## src/rtl/rc4_pkg.sv

```systemverilog
// Shared RC4 types and constants.
// Used by the PRGA side and the keystream consumer.
package rc4_pkg;

   typedef logic [7:0] byte_t;

   typedef enum logic {
      RUN   = 1'b0,
      ERROR = 1'b1
   } state_t;

   localparam int RC4_DISCARD = 1536;

endpackage

```

## src/rtl/rc4_ks_fifo.sv

```systemverilog
// Synchronous byte FIFO with occupancy output.
// A push into a full FIFO is accepted when a pop happens the same cycle.
module rc4_ks_fifo
   import rc4_pkg::*;
#(
   parameter int DEPTH = 16
) (
   input  logic                       clk,
   input  logic                       rst,
   input  logic                       push_i,
   input  logic                       pop_i,
   input  byte_t                      din_i,
   output byte_t                      dout_o,
   output logic [$clog2(DEPTH):0]     level_o,
   output logic                       push_ok_o
);

   localparam int AW = $clog2(DEPTH);
   localparam int LW = AW + 1;

   logic [AW-1:0] wr_q;
   logic [AW-1:0] rd_q;
   logic [LW-1:0] lvl_q;
   logic [LW-1:0] lvl_d;
   byte_t         mem_q [DEPTH];
   logic          pop;
   logic          full;

   assign full      = (lvl_q == LW'(DEPTH));
   assign pop       = pop_i && (lvl_q != '0);
   assign push_ok_o = push_i && (!full || pop);
   assign dout_o    = mem_q[rd_q];
   assign level_o   = lvl_q;

   // Occupancy next-state from push/pop pair.
   always_comb begin
      lvl_d = lvl_q;
      unique case ({push_ok_o, pop})
         2'b10:   lvl_d = lvl_q + LW'(1);
         2'b01:   lvl_d = lvl_q - LW'(1);
         default: lvl_d = lvl_q;
      endcase
   end

   // Pointers and occupancy; pointers wrap naturally.
   always_ff @(posedge clk or posedge rst) begin
      if (rst) begin
         wr_q  <= '0;
         rd_q  <= '0;
         lvl_q <= '0;
      end else begin
         if (push_ok_o) wr_q <= wr_q + AW'(1);
         if (pop)       rd_q <= rd_q + AW'(1);
         lvl_q <= lvl_d;
      end
   end

   // Storage array; contents are don't-care until written.
   always_ff @(posedge clk) begin
      if (push_ok_o) mem_q[wr_q] <= din_i;
   end

endmodule

```

## src/rtl/rc4_keystream_xor.sv

```systemverilog
// Buffers PRGA keystream and XORs it onto a host byte stream.
// Keystream loss locks the block into ERROR until reset.
module rc4_keystream_xor
   import rc4_pkg::*;
#(
   parameter int DEPTH = 16,
   parameter int CNT_W = 32
) (
   input  logic                   clk,
   input  logic                   rst,
   input  logic                   ks_valid,
   input  logic [7:0]             ks_byte,
   input  logic                   in_valid,
   output logic                   in_ready,
   input  logic [7:0]             in_data,
   input  logic                   in_last,
   output logic                   out_valid,
   input  logic                   out_ready,
   output logic [7:0]             out_data,
   output logic                   out_last,
   output logic [$clog2(DEPTH):0] ks_level,
   output logic                   overflow,
   output logic [CNT_W-1:0]       byte_count,
   output logic                   msg_done
);

   state_t           state_q;
   logic             overflow_q;
   logic             out_valid_q;
   byte_t            out_data_q;
   logic             out_last_q;
   logic [CNT_W-1:0] byte_cnt_q;
   logic [CNT_W-1:0] byte_cnt_d;
   logic             msg_done_q;
   logic             msg_done_d;

   byte_t head;
   logic  push_req;
   logic  push_ok;
   logic  accept;
   logic  hs;

   assign push_req = ks_valid && (state_q == RUN);
   assign in_ready = (state_q == RUN) && (ks_level != '0)
                  && (!out_valid_q || out_ready);
   assign accept   = in_valid && in_ready;
   assign hs       = out_valid_q && out_ready;

   assign byte_cnt_d = byte_cnt_q + CNT_W'(hs);
   assign msg_done_d = hs && out_last_q;

   rc4_ks_fifo #(
      .DEPTH(DEPTH)
   ) u_fifo (
      .clk       (clk),
      .rst       (rst),
      .push_i    (push_req),
      .pop_i     (accept),
      .din_i     (ks_byte),
      .dout_o    (head),
      .level_o   (ks_level),
      .push_ok_o (push_ok)
   );

   // RUN/ERROR state; a refused keystream push is fatal.
   always_ff @(posedge clk or posedge rst) begin
      if (rst) begin
         state_q    <= RUN;
         overflow_q <= 1'b0;
      end else begin
         unique case (state_q)
            RUN: begin
               if (push_req && !push_ok) begin
                  state_q    <= ERROR;
                  overflow_q <= 1'b1;
               end
            end
            ERROR: begin
               state_q    <= ERROR;
               overflow_q <= 1'b1;
            end
            default: begin
               state_q    <= ERROR;
               overflow_q <= 1'b1;
            end
         endcase
      end
   end

   // Output register: load on accept, clear after handshake.
   always_ff @(posedge clk or posedge rst) begin
      if (rst) begin
         out_valid_q <= 1'b0;
         out_data_q  <= '0;
         out_last_q  <= 1'b0;
      end else if (accept) begin
         out_valid_q <= 1'b1;
         out_data_q  <= in_data ^ head;
         out_last_q  <= in_last;
      end else if (out_ready) begin
         out_valid_q <= 1'b0;
      end
   end

   // Emitted-byte counter and end-of-message pulse.
   always_ff @(posedge clk or posedge rst) begin
      if (rst) begin
         byte_cnt_q <= '0;
         msg_done_q <= 1'b0;
      end else begin
         byte_cnt_q <= byte_cnt_d;
         msg_done_q <= msg_done_d;
      end
   end

   assign out_valid  = out_valid_q;
   assign out_data   = out_data_q;
   assign out_last   = out_last_q;
   assign overflow   = overflow_q;
   assign byte_count = byte_cnt_q;
   assign msg_done   = msg_done_q;

endmodule

```

## config.mk

```make
export PLATFORM = sky130hd
export DESIGN_NAME = rc4_keystream_xor
export DESIGN_NICKNAME = d
export VERILOG_FILES = /design/src/rtl/rc4_pkg.sv /design/src/rtl/rc4_ks_fifo.sv /design/src/rtl/rc4_keystream_xor.sv
export SDC_FILE = /design/constraint.sdc
export NUM_CORES = 1
export LEC_CHECK = 0
export ABC_AREA = 0
export CAP_MARGIN = 30
export CORE_MARGIN = 2
export CORE_UTILIZATION = 68
export DETAILED_ROUTE_END_ITERATION = 10
export DONT_BUFFER_PORTS = 1
export GPL_TIMING_DRIVEN = 0
export PLACE_DENSITY = 0.83
export SYNTH_ARGS = -nofsm -noshare
export SYNTH_HDL_FRONTEND = slang
export SYNTH_SLANG_ARGS = --single-unit
```

## constraint.sdc

```tcl
create_clock -name clk -period 6.1 [get_ports clk]
set_clock_uncertainty 0.1 [all_clocks]
set_input_delay 1.22 -clock clk [delete_from_list [all_inputs] [get_ports clk]]
set_output_delay 1.22 -clock clk [all_outputs]
set_load 0.01 [all_outputs]
```

# [Word-level counts from Yosys, hierarchy flattened]
# Memories as Yosys holds them, arrays and structs flattened.
# Index checks and enable logic that the tools add are counted.
[totals] out_inout_bits=50 memories=1 register_bits=58 ramBits=128 elab_cells=48
[memory_table] memory="u_fifo.mem_q" depth=16 word_bits=8 read_ports=1 rd_clocked_by_memory_dff=0 wr=1 line="rc4_ks_fifo.sv:25" rtl="byte_t mem_q [DEPTH];"
[classes] bitwise=2 n_addsub=5 n_reduce_logical=17 n_eq_ne=4 n_mux=9
[op_table] operator="adder 32 x 1 -> 32 bit" n=1
[op_table] operator="case mux 5 bit (2 select lines)" n=1
[op_table] operator="logical AND 1 bit" n=9
[op_table] operator="adder 4 x 1 -> 4 bit (second input constant)" n=2
[op_table] operator="XOR 8 bit" n=1
[op_table] operator="2-to-1 mux 1 bit" n=6
[op_table] operator="adder 5 x 1 -> 5 bit (second input constant)" n=1
[op_table] operator="equality test 5 bit (second input constant)" n=1
[op_table] operator="nonzero test 5 bit" n=1
[op_table] operator="subtractor 5 x 1 -> 5 bit (second input constant)" n=1
[op_table] operator="case mux 1 bit (2 select lines)" n=2
[op_table] operator="nonzero test 2 bit" n=2
[op_table] operator="zero test 1 bit" n=3
[op_table] operator="equality test 2 x 1 -> 1 bit (second input constant)" n=1
[op_table] operator="equality test 2 bit (second input constant)" n=1
[op_table] operator="logical OR 1 bit" n=2
[op_table] operator="!= test 2 x 1 -> 1 bit (second input constant)" n=1
[op_table] operator="NOT 1 bit" n=1

# [Longest topological paths before layout]
[logic_depth] word_depth=11 depth_mapped=10 depth_no_buf=10

# [Cells and area by module]
# From an unflattened synthesis, not the netlist that was laid out.
[hier_totals] hier_cells=465 hier_area_um2=7837.5
[modules_own_cells] mod="rc4_ks_fifo" instances=1 seq_area_each_um2=4169.0 cells_per_inst=292 area_each_um2=5820.6
[modules_own_cells] mod="rc4_keystream_xor" instances=1 seq_area_each_um2=1126.1 cells_per_inst=173 area_each_um2=2016.9

# [Worst setup path before layout]
# No wires, ideal clock.
[synth_timing] path_type="in2reg" start="input out_ready" end="memory u_fifo.mem_q[5][0] (netlist bit), enable pin" setup_slack_ns=2.867 t_arrival_ns=2.750 cell_stages=5 path_cell_list="nand2b_1 nand2_1 a31oi_1 nand2_1 nor3_1"
[synth_via] elab_chain_len=8
[synth_lines] item="start: declaration" line="rc4_keystream_xor.sv:18" rtl="input logic out_ready,"
[synth_lines] item="logical OR 1 bit" line="rc4_keystream_xor.sv:45" rtl="&& (!out_valid_q || out_ready);"
[synth_lines] item="logical AND 1 bit" line="rc4_keystream_xor.sv:45"
[synth_lines] item="logical AND 1 bit" line="rc4_keystream_xor.sv:46" rtl="assign accept = in_valid && in_ready;"
[synth_lines] item="logical AND 1 bit" line="rc4_ks_fifo.sv:30" rtl="assign pop = pop_i && (lvl_q != '0);"
[synth_lines] item="logical OR 1 bit" line="rc4_ks_fifo.sv:31" rtl="assign push_ok_o = push_i && (!full || pop);"
[synth_lines] item="logical AND 1 bit" line="rc4_ks_fifo.sv:31"
[synth_lines] item="2-to-1 mux 1 bit" line="rc4_ks_fifo.sv:60" rtl="if (push_ok_o) mem_q[wr_q] <= din_i;"
[synth_lines] item="2-to-1 mux 1 bit (not written as such)" line="rc4_ks_fifo.sv:60"
[synth_lines] item="end: declaration" line="rc4_ks_fifo.sv:25"
# No other way between the ends.

# [Worst setup path after layout]
[layout_timing] start="input out_ready" end="memory u_fifo.mem_q[4][6] (netlist bit), enable pin"
# Same word-level chain as after synthesis.

==> run summary <==
Max Slew Vio Count = 0
routed length per instance = 24.3 microns
Slowest-stage cell, CP = nor3_1
most frequent cells in the layout = edfxtp_1, dfrtp_1, xnor2_1
num ports = 72
cts repair resizes = 0
drt pass-1 iters = 5
# rows = 38
hold crit path type = reg -> reg
Post-synth EDFFs = 128
Yosys cell types = 43
syn avg cell area = 17.0 sq um
vias in the first global route = 4181
#FFs+latches synth = 186
Post-Place Cell Area = 7910 sq um
Detailed Place HPWL = 10300 microns
RSZ-0062 raised after global routing = no
kind of critical path = in -> reg
Worst path top cell family by delay = simple AND/OR/NAND/NOR gates
CTS clk-pin slew, worst paths = 0.06 ns
# DRC = 0
largest net degree at the start of global routing = 31
Mapped Nets = 483
post-synth top area cell = edfxtp_1
CP most frequent cell = nand2_1
hold_ws = 0.402 ns
crit path max fanout = 8
die area = 12100 sq um
share of post-route cells with drive strength above 1 = 0.181
Req. time, crit path = 6.26 ns
clk root buf = clkbuf_8
core area = 10900 sq um
initial drt markers = 494
area grow syn2layout = 10.0%
Post-CTS Repair Setup Buffers = 0
GRT Util Overall = 0.280
fin crit share = 0.541
# hold bufs at CTS = 0
final instance area = 8400 sq um
Period minus WS final = 3.30 ns
post-synthesis mux area share = 0.124
CP bufs+invs = 1
first-pass GRT wire length = 23600 microns
GRT overflow = 0
drt total wl = 15300 microns
CTS buffer count = 17
Compound-Gate Fraction of Synth Area = 0.0259
Worst path max stage delay = 0.73 ns
vias per cell = 6.59
die width = 110 microns
status = completed
Worst Setup End Kind = flop
CTS max path bufs = 2
via count = 4160
VDD IR max = 320 uV
Post-Route Setup TNS = 0 ns
Slew @ Worst Pin = 0.976 ns
CTS tree = yes
CP cell instances = nand2b_1 > nand2_1 > a31oi_1 > nand2_1 > nor3_1 > buf_4
TritonCTS sink count = 186
cell leakage power = 3.10 nW
Final Setup Violations = 0
combinational family with the most area after synthesis = multiplexers
Synth Cell Area = 7630 sq um
largest cells by area after synthesis = edfxtp_1, dfrtp_1, mux4_2, xnor2_1, mux2i_1
adder-cell share of the synthesized area = 0.0190
initial antenna violation count = 0
pwr dens = 442 nW/um^2
ys flop type = edfxtp_1
Rel. slew slack = 0.347
routability cong. = 0.825
diodes inserted = 0
sequential fraction of the synthesis area = 0.694
Max-Cap Viols = 0
post-route ant nets = 0
Starting Density = 0.701
Hold Fails Final Rpt = 0
H-tree Lvls = 4
Synthesis Warnings = 0
crit path DAT = 3.46 ns
worst-skew pair later-pin latency = 0.54 ns
post-synth top area share = 0.504
final net count = 511
die height = 110 microns
Peak Freq = 0.303 GHz
Post-synth ARST share = 0.312
Post-Syn Instances = 450
XOR/XNOR Fraction of Synth Area = 0.0551
number of port buffers = 0
commonest non-fill, non-tap cell in the layout = edfxtp_1
startpoint types = input pin
Synth Area in Simple Gates = 0.0662
-- through the flow --
stage	util	total power [mW]	worst slack, ns	instances
after global placement	0.717	2.71	2.12	590
after detailed placement	0.726	2.79	2.30	599
after CTS	0.771	3.71	2.86	631
after floorplan	-	2.50	2.87	450
final	0.771	3.71	2.80	631
after global routing	0.771	3.87	2.62	631
-- registers in the layout, summed over array words and instances, names as in the netlist --
| signal | flops |
|---|---|
| msg_done | 1 |
| u_fifo.mem_q | 128 |
| state_q | 1 |
| out_last | 1 |
| byte_count | 32 |
| u_fifo.rd_q | 4 |
| overflow | 1 |
| out_valid | 1 |
| u_fifo.level_o | 5 |
| u_fifo.wr_q | 4 |
| out_data | 8 |
-- worst paths after layout --
path / start / end / slack [ns] / cells past startpoint
hold / removal: state_q / state_q / 0.40 / 1
min in group asynchronous: rst / byte_count[4] / 0.54 / 1
setup / recovery: out_ready / u_fifo.mem_q[4][6] / 2.80 / 6
hold reg to reg: state_q / state_q / 0.40 / 1
setup reg to reg: out_valid / u_fifo.mem_q[4][6] / 3.01 / 6
max in group asynchronous: rst / byte_count[28] / 4.76 / 2
-- per-layer routing --
| layer | routed length [microns] | vias to the layer above | track usage |
|---|---|---|---|
| met5 | 0 | - | 0 |
| met4 | 254 | 0 | 0.0931 |
| met3 | 1230 | 27 | 0.0753 |
| met2 | 7850 | 218 | 0.463 |
| met1 | 5980 | 2147 | 0.367 |
| li1 | - | 1768 | - |
-- report_power, final --
group	internal [mW]	switching, mW	leakage, nW
Clock	0.511	0.423	0.233
Combinational	0.513	0.602	0.972
Sequential	1.52	0.143	1.90
Total	2.54	1.17	3.10
-- area by class of cell --
class / instances / area [sq um]
clock buffers: 28 / 465
well taps: 140 / 175
repair buffers: 9 / 75.1
clock inverters: 4 / 25.0
inverters: 12 / 45.0
fillers: 564 / 2490
flip-flops and latches: 186 / 5300
plain buffers: 16 / 80.1
multi-input cells: 236 / 2240
-- cells by family after synthesis --
logic type	count (synthesis)
AND/OR/NAND/NOR	96
buffers and inverters	28
flip-flops	186
adder cells (fa/ha/maj)	11
multiplexers	53
AO/OA/AOI/OAI	28
XOR/XNOR	48
-- synth_stat cells (3+ instances only) --
cell type / instances
nor3_1: 6
nor4_1: 7
ha_1: 10
inv_1: 12
buf_2: 7
nand4_1: 6
nor2_1: 12
buf_4: 3
xor2_1: 10
nand2_1: 23
mux2i_1: 17
mux4_2: 32
o22ai_1: 4
a21oi_1: 5
o21ai_0: 9
xnor2_1: 38
clkbuf_1: 5
dfrtp_1: 58
edfxtp_1: 128
and3_1: 13
nand3_1: 17
Power figures use the tool's default switching activity.
